===== src/rtl/watch_mode_ctrl.sv =====
// Watch mode controller: watch/set/stopwatch/timer/alarm FSM.
// Ports: clk, reset_n (sync, low); one-cycle UI pulses mode_short,
//   mode_long, field_pulse, inc_pulse, start_pulse; tick_sec,
//   timer_done; cur_* live watch BCD. Outputs (all registered):
//   mode, load_en/load_sel/load_* edit buffer, edit_field, sw_run,
//   sw_clear, tmr_run, alarm.
module watch_mode_ctrl #(
   parameter int unsigned ALARM_SEC = 10
) (
   input  logic       clk,
   input  logic       reset_n,
   input  logic       mode_short,
   input  logic       mode_long,
   input  logic       field_pulse,
   input  logic       inc_pulse,
   input  logic       start_pulse,
   input  logic       tick_sec,
   input  logic       timer_done,
   input  logic [3:0] cur_min10,
   input  logic [3:0] cur_min1,
   input  logic [3:0] cur_sec10,
   input  logic [3:0] cur_sec1,
   output logic [2:0] mode,
   output logic       load_en,
   output logic       load_sel,
   output logic [3:0] load_min10,
   output logic [3:0] load_min1,
   output logic [3:0] load_sec10,
   output logic [3:0] load_sec1,
   output logic       edit_field,
   output logic       sw_run,
   output logic       sw_clear,
   output logic       tmr_run,
   output logic       alarm
);

   localparam logic [2:0] S_WATCH = 3'd0;
   localparam logic [2:0] S_WSET  = 3'd1;
   localparam logic [2:0] S_SW    = 3'd2;
   localparam logic [2:0] S_TSET  = 3'd3;
   localparam logic [2:0] S_TRUN  = 3'd4;
   localparam logic [2:0] S_ALARM = 3'd5;

   localparam logic [7:0] ALARM_N = 8'(ALARM_SEC);

   logic [2:0]  state;
   logic [7:0]  alarm_cnt;
   logic [15:0] edit_buf;
   logic [7:0]  sec_nx;
   logic [7:0]  min_nx;
   logic [15:0] inc_buf;

   assign mode = state;
   assign {load_min10, load_min1, load_sec10, load_sec1} = edit_buf;

   // 00..59 BCD increment; wraps without carrying out.
   function automatic logic [7:0] bcd_inc(
      input logic [3:0] hi,
      input logic [3:0] lo
   );
      logic [3:0] h;
      if (lo >= 4'd9) begin
         h = (hi >= 4'd5) ? 4'd0 : hi + 4'd1;
         return {h, 4'd0};
      end
      return {hi, lo + 4'd1};
   endfunction

   always_comb begin
      sec_nx  = bcd_inc(edit_buf[7:4], edit_buf[3:0]);
      min_nx  = bcd_inc(edit_buf[15:12], edit_buf[11:8]);
      inc_buf = edit_field ? {min_nx, edit_buf[7:0]}
                           : {edit_buf[15:8], sec_nx};
   end

   always_ff @(posedge clk) begin
      if (!reset_n) begin
         state      <= S_WATCH;
         load_en    <= 1'b0;
         load_sel   <= 1'b0;
         edit_buf   <= '0;
         edit_field <= 1'b0;
         sw_run     <= 1'b0;
         sw_clear   <= 1'b0;
         tmr_run    <= 1'b0;
         alarm      <= 1'b0;
         alarm_cnt  <= '0;
      end else begin
         load_en  <= 1'b0;
         sw_clear <= 1'b0;
         // Each arm checks only its own events, highest priority first.
         unique case (state)
            S_WATCH: begin
               if (mode_long) begin
                  state      <= S_WSET;
                  edit_buf   <= {cur_min10, cur_min1,
                                 cur_sec10, cur_sec1};
                  edit_field <= 1'b0;
               end else if (mode_short) begin
                  state <= S_SW;
               end
            end
            S_WSET: begin
               if (mode_long) begin
                  state    <= S_WATCH;
                  load_en  <= 1'b1;
                  load_sel <= 1'b0;
               end else if (field_pulse) begin
                  edit_field <= ~edit_field;
               end else if (inc_pulse) begin
                  edit_buf <= inc_buf;
               end
            end
            S_SW: begin
               if (mode_long) begin
                  if (!sw_run) sw_clear <= 1'b1;
               end else if (mode_short) begin
                  state      <= S_TSET;
                  edit_buf   <= '0;
                  edit_field <= 1'b0;
               end else if (start_pulse) begin
                  sw_run <= ~sw_run;
               end
            end
            S_TSET: begin
               if (mode_short) begin
                  state <= S_WATCH;
               end else if (start_pulse) begin
                  if (edit_buf != '0) begin
                     state    <= S_TRUN;
                     load_en  <= 1'b1;
                     load_sel <= 1'b1;
                     tmr_run  <= 1'b1;
                  end
               end else if (field_pulse) begin
                  edit_field <= ~edit_field;
               end else if (inc_pulse) begin
                  edit_buf <= inc_buf;
               end
            end
            S_TRUN: begin
               // Borrow-out ends the run even while paused.
               if (timer_done) begin
                  state     <= S_ALARM;
                  tmr_run   <= 1'b0;
                  alarm     <= 1'b1;
                  alarm_cnt <= '0;
               end else if (mode_short) begin
                  state      <= S_TSET;
                  tmr_run    <= 1'b0;
                  edit_buf   <= '0;
                  edit_field <= 1'b0;
               end else if (start_pulse) begin
                  tmr_run <= ~tmr_run;
               end
            end
            S_ALARM: begin
               if (mode_short || mode_long || start_pulse ||
                   (tick_sec && (alarm_cnt + 8'd1 >= ALARM_N))) begin
                  state      <= S_TSET;
                  alarm      <= 1'b0;
                  edit_buf   <= '0;
                  edit_field <= 1'b0;
               end else if (tick_sec) begin
                  alarm_cnt <= alarm_cnt + 8'd1;
               end
            end
            default: begin
               state <= S_WATCH;
            end
         endcase
      end
   end

endmodule


===== config.mk =====
export PLATFORM = sky130hd
export DESIGN_NAME = watch_mode_ctrl
export DESIGN_NICKNAME = d
export VERILOG_FILES = /design/src/rtl/watch_mode_ctrl.sv
export SDC_FILE = /design/constraint.sdc
export NUM_CORES = 1
export LEC_CHECK = 0
export CORE_MARGIN = 1
export CORE_UTILIZATION = 46
export DETAILED_ROUTE_END_ITERATION = 10
export GPL_TIMING_DRIVEN = 1
export PLACE_DENSITY = 0.87
export SLEW_MARGIN = 25
export SYNTH_ARGS = -nofsm -noshare
export SYNTH_HDL_FRONTEND = slang
export SYNTH_SLANG_ARGS = --single-unit

===== constraint.sdc =====
create_clock -name clk -period 2.4 [get_ports clk]
set_clock_uncertainty 0.1 [all_clocks]
set_input_delay 0.48 -clock clk [delete_from_list [all_inputs] [get_ports clk]]
set_output_delay 0.48 -clock clk [all_outputs]
set_load 0.02 [all_outputs]

==> run summary <==
The largest total area in the synthesized netlist belongs to sky130_fd_sc_hd__dfxtp_1. Summing all placed instances gives a cell area of 3187 um2. The post-detailed-route count of antenna-violating nets is 0. The overall die area is 5407 um2. The number of global-route vias before repair came out at 2647. Counting every net in the synthesized netlist gives 329.

The tightest hold path in the finished design has a slack of 0.4103 ns. The worst voltage drop across the vdd grid is 0.0005504 V. The number of distinct library cells after synthesis came out at 56. For this run, the total global-route usage over all layers was measured as 0.2984. The DRC violation count after routing came out at 0. The maximum clock frequency is 401.4 MHz. The number of clock buffers inserted by TritonCTS came out at 5.

By area the synthesized netlist is led by sky130_fd_sc_hd__dfxtp_1 29%, sky130_fd_sc_hd__ha_1 9.6%, sky130_fd_sc_hd__nor2_1 4.1%. The yosys synthesis warning count is 0. The arrival time at the worst endpoint came out at 2.61 ns.

The number of hold violations in the final report is 0. The quantity of hold-fixing buffers added after cts came out at 0. The signal on the critical path passes through buf_6, buf_4, nand2_2, o211a_1, a2111o_1, a2111oi_4, buf_4, nor2_1, a211oi_2. The power per cell area came out at 885.8 nW/um2. The detailed-route wire length per cell came out at 19.87 um. The number of register bits inferred by synthesis came out at 34. The cell total after placement is 432.

The clock period minus worst slack is 2.491 ns. The number of ports placed on the die boundary came out at 51. Setup violations remaining at the end of the flow were counted as 9. The delay of the slowest cell on the worst path is 0.50 ns. The core area is 4817 um2. The final reports fail on setup timing. The fraction of registers with async set/reset is 0. The share of the Yosys chip area taken by registers is 0.2892. The via total after detailed routing is 2867. The number of buffers inserted by port buffering is 50. The min-delay analysis places its worst path in the category flop to flop. The later pin in the worst-skew pair is clocked with a latency of 0.31 ns. The per-instance average area after synthesis came out at 8.229 um2.

The number of optimization iterations in the first detailed-route pass is 4. The actual transition at the worst max-transition pin came out at 0.4881 ns. The top-area cell type share of the netlist area came out at 0.2892.

The routability congestion estimate from global placement came out at 0.8909. The total negative setup slack is -0.3536 ns. The violation count after the first detailed-route iteration came out at 246. Setup repair after global routing could not meet its margin everywhere.

Among cell families on the critical path, the largest total delay comes from compound AO/OA/AOI/OAI gates. The critical path data required time came out at 2.52 ns. The number of antenna violations at the first check in global routing is 0. The area growth from synthesis to layout is 53.64%. Entering global routing, the biggest net connects 21 pins. For this run the aggregate overflow at the end of global routing stands at 0. The post-layout total power came out at 3.203 mW.

The number of fillers in the final layout came out at 297. TritonCTS built the clock tree. In this run the tightest slew margin relative to its limit is 0.6739. The post-route fraction of the period consumed by the critical path is 1.038.

The post-route worst setup slack is -0.09144 ns. The antenna diode count is 0. The number of max-slew violations in the final report is 0. The static leakage came out at 1.474 nW.

The maximum level of the CTS H-tree came out at 2. The flow ran to the end, but the final reports show violations. The row count came out at 25. The most numerous cell type found on the critical path is sky130_fd_sc_hd__buf_4. The classification of the worst setup path is flop to flop. The die is 73.53 um tall. The number of clock sinks seen by CTS came out at 34.

The most used flip-flop cell after synthesis is sky130_fd_sc_hd__dfxtp_1. The count of placed standard cells in the final layout, fillers left out is 458. The number of enable flip-flop cells after synthesis came out at 0. The clock root buffer master is sky130_fd_sc_hd__clkbuf_8.

The worst setup path is launched from a flop. The initial utilization of the core area, before any placement, comes to 0.4886. The most common library cell in the layout ignoring fill and taps is sky130_fd_sc_hd__buf_4. The number of nets in the layout came out at 433. The total routed wirelength is 9.102 mm. The number of buffers and inverters on the critical path is 3. Of the cells placed in the final design, the portion with a size suffix greater than 1 is 0.2890. In this run the worst path has a maximum fanout of 6. Before CTS, the worst setup slack after placement is -0.5478 ns. Measured along the x axis, the die boundary spans 73.53 um. The count of maximum capacitance violations came out at 0. After detailed routing, the number of vias per cell comes to 6.260. On the critical path, the stage with the largest delay is an instance of sky130_fd_sc_hd__a2111o_1. The first global-routing pass estimated 12.37 mm of wire.

After routing the design area is 3616 um2. The placed wire-length estimate after detailed placement came out at 5.035 mm. The mapped netlist covers 2354 um2. The longest clock path from root to sink contains 2 buffers.

At the end of the flow the core is filled with cells to 0.7506. The clock-pin slew on the worst setup and hold paths came out at 0.08 ns. STA classifies the critical path endpoint as a flop. The number of cells produced by synthesis came out at 286. Leaving out fill and tap cells, the most frequent cells in the layout are 56 x sky130_fd_sc_hd__buf_4, 46 x sky130_fd_sc_hd__clkdlybuf4s50_1, 31 x sky130_fd_sc_hd__dfxtp_1, 23 x sky130_fd_sc_hd__nor2_1, 17 x sky130_fd_sc_hd__inv_1.
## synth_stat cells, types with 3 or more instances
cell type	n
sky130_fd_sc_hd__dfxtp_1	34
sky130_fd_sc_hd__nand2_1	15
sky130_fd_sc_hd__a311oi_1	7
sky130_fd_sc_hd__nor2_1	26
sky130_fd_sc_hd__nand3_1	13
sky130_fd_sc_hd__a211oi_1	8
sky130_fd_sc_hd__a21oi_1	17
sky130_fd_sc_hd__inv_1	20
sky130_fd_sc_hd__o31ai_1	6
sky130_fd_sc_hd__ha_1	18
sky130_fd_sc_hd__buf_6	3
sky130_fd_sc_hd__or2_2	6
sky130_fd_sc_hd__a22oi_1	5
sky130_fd_sc_hd__clkbuf_1	9
sky130_fd_sc_hd__nor3_1	4
sky130_fd_sc_hd__nor2b_1	3
sky130_fd_sc_hd__nor4_1	4
sky130_fd_sc_hd__a31oi_1	6
sky130_fd_sc_hd__o21ai_0	16
sky130_fd_sc_hd__and3_1	6
sky130_fd_sc_hd__nand2b_1	7
sky130_fd_sc_hd__and2_1	6
## worst register-to-register path: stages (launching register included)
cell and delay [ns]:
sky130_fd_sc_hd__dfxtp_4 0.38, sky130_fd_sc_hd__buf_6 0.10, sky130_fd_sc_hd__buf_4 0.10, sky130_fd_sc_hd__nand2_2 0.04
sky130_fd_sc_hd__o211a_1 0.22, sky130_fd_sc_hd__a2111o_1 0.50, sky130_fd_sc_hd__a2111oi_4 0.50, sky130_fd_sc_hd__buf_4 0.22
sky130_fd_sc_hd__nor2_1 0.05, sky130_fd_sc_hd__a211oi_2 0.19
## area by class of cell
class,instances,area (um2),share of cell area
tap,67,83.83,0.02318
inverter,20,77.57,0.02145
multi-input combinational,217,1642,0.4540
clock buffer,5,68.82,0.01903
sequential,34,691.9,0.1913
timing repair buffer,112,983.4,0.2720
clock inverter,3,68.82,0.01903
## registers in the layout (all words and copies together) (netlist names)
name / flops
edit_buf: 16
sw_run: 1
alarm: 1
mode: 3
tmr_run: 1
sw_clear: 1
load_sel: 1
load_en: 1
edit_field: 1
alarm_cnt: 8
## logic make-up (layout without fill, tap and decap cells)
group,after synthesis,in the layout,share of synthesized area
and+or+nand+nor,102,102,0.2275
AOI/OAI and AO/OA,94,94,0.3089
buffers and inverters,35,140,0.06698
DFF,34,34,0.2892
adders and majority gates,18,18,0.09570
xor gates and xnor gates,2,2,0.007444
muxes,1,1,0.004253
## worst paths after layout
kind | end | from | slack [ns] | depth (start not counted)
max | edit_buf[5] | mode[1] | -0.09 | 9
min | sw_clear | sw_run | 0.41 | 1
max reg2reg | edit_buf[5] | mode[1] | -0.09 | 9
min reg2reg | sw_clear | sw_run | 0.41 | 1
## power by group
group	switching, mW	total [mW]	internal, mW
combinational	0.929	1.73	0.804
clock	0.256	0.673	0.417
sequential	0.129	0.798	0.668
total	1.31	3.20	1.89
## per-layer routing
| layer | routed length, um | GRT usage | up-vias |
|---|---|---|---|
| li1 | - | - | 1263 |
| met1 | 3408 | 0.3502 | 1366 |
| met2 | 4549 | 0.5158 | 185 |
| met3 | 624 | 0.05487 | 53 |
| met4 | 519 | 0.1538 | 0 |
| met5 | 0 | 0 | - |
## what timing repair did
| action | CTS | global route |
|---|---|---|
| cloned | 0 | 0 |
| endpoints found under the setup margin | 21 | 22 |
| gates resized for setup | 12 | 37 |
| pin swaps | 6 | 23 |
| setup buffers | 5 | 13 |
Power figures use the tool's default switching activity.
==> patch (same settings) <==
Register the output `load_min1`, cleared by the reset; this adds one clock of latency there. The other outputs are not delayed to match.
--- a/src/rtl/watch_mode_ctrl.sv
+++ b/src/rtl/watch_mode_ctrl.sv
@@ -43,6 +43,8 @@
 
    localparam logic [7:0] ALARM_N = 8'(ALARM_SEC);
 
+   logic [3:0] load_min1_d;
+
    logic [2:0]  state;
    logic [7:0]  alarm_cnt;
    logic [15:0] edit_buf;
@@ -51,7 +53,7 @@
    logic [15:0] inc_buf;
 
    assign mode = state;
-   assign {load_min10, load_min1, load_sec10, load_sec1} = edit_buf;
+   assign {load_min10, load_min1_d, load_sec10, load_sec1} = edit_buf;
 
    // 00..59 BCD increment; wraps without carrying out.
    function automatic logic [7:0] bcd_inc(
@@ -172,5 +174,13 @@
       end
    end
 
+   always_ff @(posedge clk) begin
+      if (!reset_n) begin
+         load_min1 <= '0;
+      end else begin
+         load_min1 <= load_min1_d;
+      end
+   end
+
 endmodule
 
Check against the original RTL: not equivalent (a bounded check fails within 4 cycles, from zero or initial values and one cycle with reset_n low).
==> patch against the unedited design <==
Sequential share of layout area up 2.4 points; critical path type unchanged; design area down 1.5%; wire length down 19%; power down 14%; sequential cell count up 4; combinational power down 31%; largest power group unchanged; worst setup slack better by 170 ps; area after synthesis up 14%.
==> patch: results (changes against the unedited design) <==
[run_status]
run_status=completed

[worst_setup_path]
ff2ff_setup_slack_ps=80  ; +170 ps
cp_max_fo=4  ; -2
reg2reg_depth=8  ; -1
slowest_stage=or4b_1
slowest_delay_ps=450  ; -50 ps

[grt]
grt_util_met1_pct=30.0  ; -5.1 points
grt_pass1_wl_microns=11900  ; -3.5%
met3_usage_pct=4.07  ; -1.4 points
grt_pass1_vias=2622  ; -0.94%

[place]
place.gp.congestion=0.914  ; +2.6%
post_dp_cell_area_sq_um=3350  ; +5.1%
place_inst=453  ; +4.9%

[synth]
ys_top_cells_by_area=dfxtp_1 (28%), ha_1 (7.9%), buf_4 (3.4%)
synth_commonest_cells=dfxtp_1 (38), nand2_1 (23), nor2_1 (23)
post_synth_inst_count=326  ; +14%
synth_cell_types=64  ; +14%

[routing]
drt-pass1-iter-count=5  ; +1
vias_per_cell=5.85  ; -6.6%
drt_iter0_markers=229  ; -6.9%
drt_wl_total_microns=7410  ; -19%
wl_met2_microns=3660  ; -20%

[finish]
drive_gt1_share_pct=15.9  ; -13 points
nFillCells=467  ; +57%
layout.nets=432  ; -0.23%

[power]
ir_drop_v=0.000439  ; -20%

## patch: cell count changes after synthesis, sizes merged, moves of 3 or more
cell / before / now
nand2b: 7 / 13
and3: 6 / 10
buf: 5 / 17
or2: 6 / 1
a21o: 1 / 5
a311oi: 8 / 1
nor2: 26 / 23
dfxtp: 34 / 38
nand2: 16 / 24
a32oi: 3 / 0
nor4b: 0 / 3
nor2b: 4 / 7
## patch: report_power, final
group	total (mW)	switching, mW	internal, mW
Clock	0.695	0.251	0.444
Combinational	1.20	0.643	0.552
Sequential	0.864	0.139	0.725
## patch: final cells by class
class	count	area share (%)
clock buffer	6	2.32
clock inverter	2	1.69
inverter	19	2.00
multi-input combinational	243	48.9
sequential	38	21.5
tap	72	2.53
timing repair buffer	83	21.1
## patch: kinds of logic after synthesis
group	Yosys count	share of synthesized area (%)
AO/OA/AOI/OAI	96	26.6
XOR/XNOR	4	1.31
adder cells (fa/ha/maj)	17	7.95
buffers and inverters	45	8.23
flip-flops	38	28.4
AND/OR/NAND/NOR	126	27.5
